==> config.mk <==
export PLATFORM = sky130hd
export DESIGN_NAME = io_bus_bridge
export DESIGN_NICKNAME = d
export VERILOG_FILES = /design/src/rtl/io_bus_bridge.sv
export SDC_FILE = /design/constraint.sdc
export NUM_CORES = 1
export LEC_CHECK = 0
export BUFFER_PORTS_ARGS = -buffer_cell sky130_fd_sc_hd__buf_4
export CORE_ASPECT_RATIO = 1.2
export CORE_MARGIN = 5
export CORE_UTILIZATION = 41
export CTS_BUF_LIST = sky130_fd_sc_hd__clkbuf_16
export DETAILED_ROUTE_END_ITERATION = 6
export GPL_TIMING_DRIVEN = 0
export PLACE_DENSITY = 0.58
export SETUP_SLACK_MARGIN = 0.4
export SYNTH_ARGS = -nofsm -noshare
export SYNTH_HDL_FRONTEND = slang
export SYNTH_SLANG_ARGS = --single-unit
==> constraint.sdc <==
create_clock -name clk_in -period 2.6 [get_ports clk_in]
set_clock_uncertainty 0.15 [all_clocks]
set_input_delay 0.78 -clock clk_in [delete_from_list [all_inputs] [get_ports clk_in]]
set_output_delay 0.78 -clock clk_in [all_outputs]
set_load 0.02 [all_outputs]
==> src/rtl/io_bus_bridge.sv <==
// CPU byte-bus bridge: splits accesses between 128 KB RAM and the I/O page, owns the UART FIFOs,
// the cycle counter and the stop flag; read data comes back one cycle after the address.

module io_bus_bridge_fifo #(
   parameter int DEPTH_LOG = 4
) (
   input  logic                 i_clk,
   input  logic                 i_rst,
   input  logic                 i_push,
   input  logic [7:0]           i_push_dat,
   input  logic                 i_pop,
   output logic [7:0]           o_head,
   output logic                 o_empty,
   output logic                 o_full,
   output logic [DEPTH_LOG:0]   o_count
);
   localparam int DEPTH = 1 << DEPTH_LOG;

   logic [7:0]         r_mem [0:DEPTH-1];
   logic [DEPTH_LOG:0] r_wp;
   logic [DEPTH_LOG:0] r_rp;

   // Caller only asserts i_push/i_pop when they are legal for the current fill level.
   always_ff @(posedge i_clk) begin
      if (i_rst) begin
         r_wp <= '0;
         r_rp <= '0;
      end else begin
         if (i_push) r_wp <= r_wp + (DEPTH_LOG+1)'(1);
         if (i_pop)  r_rp <= r_rp + (DEPTH_LOG+1)'(1);
      end
   end

   always_ff @(posedge i_clk) begin
      if (i_push) r_mem[r_wp[DEPTH_LOG-1:0]] <= i_push_dat;
   end

   assign o_head  = r_mem[r_rp[DEPTH_LOG-1:0]];
   assign o_empty = (r_wp == r_rp);
   assign o_full  = (r_wp[DEPTH_LOG] != r_rp[DEPTH_LOG]) &&
                    (r_wp[DEPTH_LOG-1:0] == r_rp[DEPTH_LOG-1:0]);
   assign o_count = r_wp - r_rp;
endmodule

module io_bus_bridge #(
   parameter int TX_DEPTH_LOG = 4,
   parameter int RX_DEPTH_LOG = 4,
   parameter int FULL_MARGIN  = 2
) (
   input  logic        clk_in,
   input  logic        rst_in,
   input  logic        rdy_in,
   input  logic [31:0] cpu_a,
   input  logic [7:0]  cpu_dout,
   input  logic        cpu_wr,
   output logic [7:0]  cpu_din,
   output logic        io_buffer_full,
   output logic [16:0] ram_a,
   output logic [7:0]  ram_dout,
   output logic        ram_we,
   input  logic [7:0]  ram_din,
   input  logic        rx_valid,
   input  logic [7:0]  rx_data,
   output logic        tx_valid,
   output logic [7:0]  tx_data,
   input  logic        tx_ready,
   output logic        prog_stop,
   output logic        rx_overflow
);
   localparam logic [TX_DEPTH_LOG:0] TX_DEPTH_V  = (TX_DEPTH_LOG+1)'(1 << TX_DEPTH_LOG);
   localparam logic [TX_DEPTH_LOG:0] TX_MARGIN_V = (TX_DEPTH_LOG+1)'(FULL_MARGIN);

   logic                    w_io;
   logic [2:0]              w_off;
   logic                    w_io_rd;
   logic                    w_io_wr;
   logic                    w_rx_pop_req;
   logic                    w_snap;
   logic                    w_tx_push_req;
   logic [7:0]              w_tx_push_dat;

   logic                    w_tx_push;
   logic                    w_tx_pop;
   logic [7:0]              w_tx_head;
   logic                    w_tx_empty;
   logic                    w_tx_full;
   logic [TX_DEPTH_LOG:0]   w_tx_count;
   logic [TX_DEPTH_LOG:0]   w_tx_free;

   logic                    w_rx_push;
   logic                    w_rx_pop;
   logic [7:0]              w_rx_head;
   logic                    w_rx_empty;
   logic                    w_rx_full;
   logic [RX_DEPTH_LOG:0]   w_rx_count;

   logic [7:0]              w_din_mux;
   logic                    w_unused;

   logic                    r_sel_io;
   logic [2:0]              r_sel_off;
   logic                    r_rdy_q;
   logic [7:0]              r_din_hold;
   logic [7:0]              r_rx_byte;
   logic [31:0]             r_cnt;
   logic [31:0]             r_cnt_snap;
   logic                    r_stop;
   logic                    r_rx_ovf;

   assign w_io    = (cpu_a[17:16] == 2'b11);
   assign w_off   = cpu_a[2:0];
   assign w_io_rd = rdy_in & w_io & ~cpu_wr;
   assign w_io_wr = rdy_in & w_io & cpu_wr;

   assign ram_a    = cpu_a[16:0];
   assign ram_dout = cpu_dout;
   assign ram_we   = cpu_wr & ~w_io & rdy_in;

   assign w_rx_pop_req  = w_io_rd & (w_off == 3'd0);
   assign w_snap        = w_io_rd & (w_off == 3'd4);
   // A stop write also queues a NUL so the host sees the end of output.
   assign w_tx_push_req = w_io_wr & (((w_off == 3'd0) && (cpu_dout != 8'h00)) || (w_off == 3'd4));
   assign w_tx_push_dat = (w_off == 3'd4) ? 8'h00 : cpu_dout;

   assign w_tx_push = w_tx_push_req & ~w_tx_full;
   assign w_tx_pop  = ~w_tx_empty & tx_ready;

   io_bus_bridge_fifo #(.DEPTH_LOG(TX_DEPTH_LOG)) u_tx_fifo (
      .i_clk      (clk_in),
      .i_rst      (rst_in),
      .i_push     (w_tx_push),
      .i_push_dat (w_tx_push_dat),
      .i_pop      (w_tx_pop),
      .o_head     (w_tx_head),
      .o_empty    (w_tx_empty),
      .o_full     (w_tx_full),
      .o_count    (w_tx_count)
   );

   assign w_tx_free      = TX_DEPTH_V - w_tx_count;
   assign io_buffer_full = (w_tx_free <= TX_MARGIN_V);
   assign tx_valid       = ~w_tx_empty;
   assign tx_data        = w_tx_head;

   // A full RX FIFO still accepts a byte when the cpu pops in the same cycle.
   assign w_rx_pop  = w_rx_pop_req & ~w_rx_empty;
   assign w_rx_push = rx_valid & (~w_rx_full | w_rx_pop);

   io_bus_bridge_fifo #(.DEPTH_LOG(RX_DEPTH_LOG)) u_rx_fifo (
      .i_clk      (clk_in),
      .i_rst      (rst_in),
      .i_push     (w_rx_push),
      .i_push_dat (rx_data),
      .i_pop      (w_rx_pop),
      .o_head     (w_rx_head),
      .o_empty    (w_rx_empty),
      .o_full     (w_rx_full),
      .o_count    (w_rx_count)
   );

   assign w_unused = ^{cpu_a[31:18], w_rx_count};

   always_ff @(posedge clk_in) begin
      if (rst_in) begin
         r_sel_io   <= 1'b0;
         r_sel_off  <= 3'd0;
         r_rdy_q    <= 1'b0;
         r_din_hold <= 8'h00;
         r_rx_byte  <= 8'h00;
         r_cnt      <= 32'd0;
         r_cnt_snap <= 32'd0;
         r_stop     <= 1'b0;
         r_rx_ovf   <= 1'b0;
      end else begin
         r_rdy_q    <= rdy_in;
         r_din_hold <= cpu_din;
         if (rdy_in) begin
            r_sel_io  <= w_io & ~cpu_wr;
            r_sel_off <= w_off;
            r_cnt     <= r_cnt + 32'd1;
         end
         if (w_rx_pop_req) r_rx_byte <= w_rx_empty ? 8'h00 : w_rx_head;
         // Snapshot on the low-byte read keeps the upper bytes coherent.
         if (w_snap) r_cnt_snap <= r_cnt;
         if (w_io_wr && (w_off == 3'd4)) r_stop <= 1'b1;
         if (rx_valid && w_rx_full && !w_rx_pop) r_rx_ovf <= 1'b1;
      end
   end

   always_comb begin
      w_din_mux = 8'h00;
      if (!r_sel_io) begin
         w_din_mux = ram_din;
      end else begin
         case (r_sel_off)
            3'd0:    w_din_mux = r_rx_byte;
            3'd4:    w_din_mux = r_cnt_snap[7:0];
            3'd5:    w_din_mux = r_cnt_snap[15:8];
            3'd6:    w_din_mux = r_cnt_snap[23:16];
            3'd7:    w_din_mux = r_cnt_snap[31:24];
            default: w_din_mux = 8'h00;
         endcase
      end
   end

   // If the previous cycle was stalled, ram_din no longer belongs to the pending read.
   assign cpu_din     = r_rdy_q ? w_din_mux : r_din_hold;
   assign prog_stop   = r_stop;
   assign rx_overflow = r_rx_ovf;
endmodule

==> flow_metrics.tcl <==
set metrics [dict create \
    status "complete, but fails checks" \
    failed_checks "negative setup slack" \
    dieArea_um2 41750 \
    hold_class "reg2reg" \
    timing.final.max_slew_violations 0 \
    num_rows 78 \
    clock_sink_count 371 \
    synth.lib_cells_used.distinct 51 \
    crit_type "reg2out" \
    design.core.area_um2 37570 \
    vias_post_dr 9340 \
    critPathRequiredTime_ns 1.67 \
    p_leak_nw 6.461 \
    hold_viol 0 \
    wp_data_arrival_ns 2.36 \
    rsz0062_at_grt "true" \
    synth.avg_cell_area_um2 14.39 \
    timing.final.setup_violations 18 \
    final_nets 1314 \
    slowest_stage "mux4_2" \
    syn-cell-area_um2 15480 \
    crit_path_max_incr_delay_ns 0.54 \
    final_area_um2 19220 \
    hold_ws_ns 0.3070 \
    ys_seq_area_share_pct 64.54 \
    most_used_flip_flop_cell_after_synthesis "edfxtp_1" \
    grt.total_usage_pct 17.60 \
    initial_utilization_pct 41.20 \
    synthToLayoutAreaGrowth_pct 24.17 \
    grt_pass1_vias 9618 \
    powerDensity_nw_per_um2 652.2 \
    postSynthNetCount 1157 \
    commonest_non_fill_non_tap_cells_in_the_layout "edfxtp_1, buf_4, nand2_1" \
    antennaDiodeCount 0 \
    cts_made_buffers 39 \
    first_pass_grt_wire_length_um 57130 \
    post-route-period-util_pct 126.5 \
    antenna_found_initial 0 \
    timing.slew.headroom_pct 51.22 \
    drt-initial-drc-count 531 \
    finalWorstPathRequiredPeriod_ns 3.289 \
    cts_max_path_buffers 3 \
    die_y_um 222.8 \
    path_clk_slew_ns 0.06 \
    post_route_cells_drive_above_1_share_pct 36.10 \
    count_of_flip_flops_with_a_built_in_enable_after_synthesis 256 \
    postRouteAntennaNets 0 \
    cts-root-buf "clkbuf_16" \
    async_reset_ff_share_pct 0 \
    place_congestion 0.7836 \
    max_clock_freq_ghz 0.3041 \
    firstDrtPassIters 5 \
    final_common_cell "edfxtp_1" \
    place_hpwl_um 25520 \
    die_width_um 187.4 \
    fin_ws_ns -0.6887 \
    portBuffers 80 \
    detail_route.drc_violations 0 \
    ir_worst_vdd_mv 0.3975 \
    crit_path_cell_trace "buf_12 > clkbuf_16 > mux4_2 > mux4_2 > buf_6" \
    critical_path_peak_fanout 7 \
    yosys_register_bits 371 \
    via_per_inst 5.359 \
    timing.critical_path.to_type "primary output" \
    route.final.wire_length_um 37280 \
    globalRouteOverflowTotal 0 \
    maximum_level_of_the_cts_h_tree 2 \
    startpoint_types "register" \
    ys_warn_count 0 \
    drt-wirelength-per-cell_um 21.39 \
    drv_cap 0 \
    design.portCount 108 \
    clk-insertion-delay-late_ns 0.53 \
    synthesis.instances 1076 \
    max_slew.worst_pin.slew_ns 0.7317 \
    cpMostUsedCell "mux4_2" \
    grt_max_degree 17 \
    placedInstanceArea_um2 17070 \
    clock_tree_from_tritoncts "built" \
]
[registers in the layout, indices dropped and copies added, names as in the netlist, 5 cells and up, named ones only]
name,flops
r_cnt,32
r_cnt_snap,32
r_din_hold,8
r_rx_byte,8
u_rx_fifo.r_mem,128
u_rx_fifo.r_rp,5
u_rx_fifo.r_wp,5
u_tx_fifo.r_mem,128
u_tx_fifo.r_rp,5
u_tx_fifo.r_wp,5
[cells in the mapped netlist (3+ instances only)]
master | instances | share of area, %
a211oi_1 | 3 | 0.15
a21oi_1 | 73 | 2.4
a22oi_1 | 5 | 0.24
and2_1 | 8 | 0.32
and3_1 | 38 | 1.5
and4_1 | 5 | 0.28
buf_1 | 6 | 0.15
buf_2 | 7 | 0.23
buf_4 | 25 | 1.2
clkbuf_1 | 40 | 0.97
dfxtp_1 | 115 | 15
edfxtp_1 | 256 | 50
ha_1 | 18 | 1.5
inv_1 | 16 | 0.39
mux2_2 | 21 | 1.5
mux2i_1 | 8 | 0.52
mux4_2 | 79 | 11
nand2_1 | 95 | 2.3
nand2b_1 | 13 | 0.53
nand3_1 | 17 | 0.55
nand4_1 | 17 | 0.69
nor2_1 | 53 | 1.3
nor2b_1 | 32 | 1.3
nor3_1 | 7 | 0.23
nor4_1 | 3 | 0.12
o21ai_0 | 18 | 0.58
o31ai_1 | 22 | 1.1
or2_2 | 3 | 0.12
or3_1 | 11 | 0.44
or4_1 | 14 | 0.68
xnor2_1 | 9 | 0.51
xor2_1 | 14 | 0.79
[where the power goes]
part / switching [mW] / internal [mW] / leakage (nW) / total (mW)
sequential: 0.0247 / 6.35 / 3.26 / 6.37
combinational: 0.367 / 0.285 / 2.55 / 0.652
clock: 2.26 / 3.25 / 0.653 / 5.51
total: 2.65 / 9.88 / 6.46 / 12.5
[timing repair]
| action | in CTS | in global routing |
|---|---|---|
| endpoints found under the setup margin | 441 | 277 |
| endpoints found under the hold margin | 0 | 0 |
| gates resized for setup | 111 | 65 |
| setup buffers | 25 | 8 |
| hold buffers | 0 | 0 |
| pin swaps | 17 | 16 |
| cloned | 1 | 2 |
[layer usage]
layer	wire length, um	GRT usage (%)	share of wire, %	up-vias
met3	1161	2.734	3.1	52
li1	-	-	-	4401
met2	20180	32.50	54	157
met4	785	4.429	2.1	0
met5	0	0	0	-
met1	15150	21.60	41	4730
[per-stage QoR]
stage	worst slack, ns	instances	util [%]	power, mW	setup TNS, ns
floorplan	0.04244	1076	-	6.817	0
global placement	-0.4711	1636	45.42	7.063	-71.59
detailed placement	-0.4711	1636	45.42	7.073	-73.08
CTS	-0.7761	1733	50.41	12.65	-9.387
global route	-0.7435	1743	51.15	12.96	-9.723
finish	-0.6887	1743	51.15	12.54	-8.599
[logic make-up (layout without fill, tap and decap cells)]
family          Yosys count  count (layout)  share of synthesized area (%)
fa+ha+maj                19              19                          1.584
xor+xnor                 23              23                          1.301
buf+inv                  96             283                          3.047
flops                   371             371                          64.54
compound gates          137             137                          5.214
mux                     108             108                          13.54
simple gates            322             322                          10.78
[cell type report]
| class | instances | area, um^2 |
|---|---|---|
| Buffer | 80 | 606.8 |
| Clock buffer | 41 | 1026 |
| Clock inverter | 30 | 244.0 |
| Fill cell | 3157 | 18350 |
| Inverter | 16 | 67.56 |
| Multi-Input combinational cell | 609 | 5570 |
| Sequential cell | 371 | 10050 |
| Tap cell | 480 | 600.6 |
| Timing Repair Buffer | 116 | 1055 |
[worst max-delay path: cells and delay by family, from the launching register on]
family	cells	cell delay, ns
buffers and inverters	3	0.46
muxes	2	1.04
DFF	1	0.34
[final timing paths]
| check | from | end | slack, ns | cells past startpoint |
|---|---|---|---|---|
| hold / removal | r_cnt_snap[23]$_SDFFE_PP0P_ | r_cnt_snap[23]$_SDFFE_PP0P_ | 0.31 | 2 |
| setup reg to reg | u_tx_fifo.r_wp[1]$_SDFFE_PP0P_ | u_tx_fifo.r_mem[0][4]$_DFFE_PP_ | 0.16 | 11 |
| hold reg to reg | r_cnt_snap[23]$_SDFFE_PP0P_ | r_cnt_snap[23]$_SDFFE_PP0P_ | 0.31 | 2 |
| setup / recovery | register | tx_data[2] | -0.69 | 5 |
(Power assumes the default switching activity.)
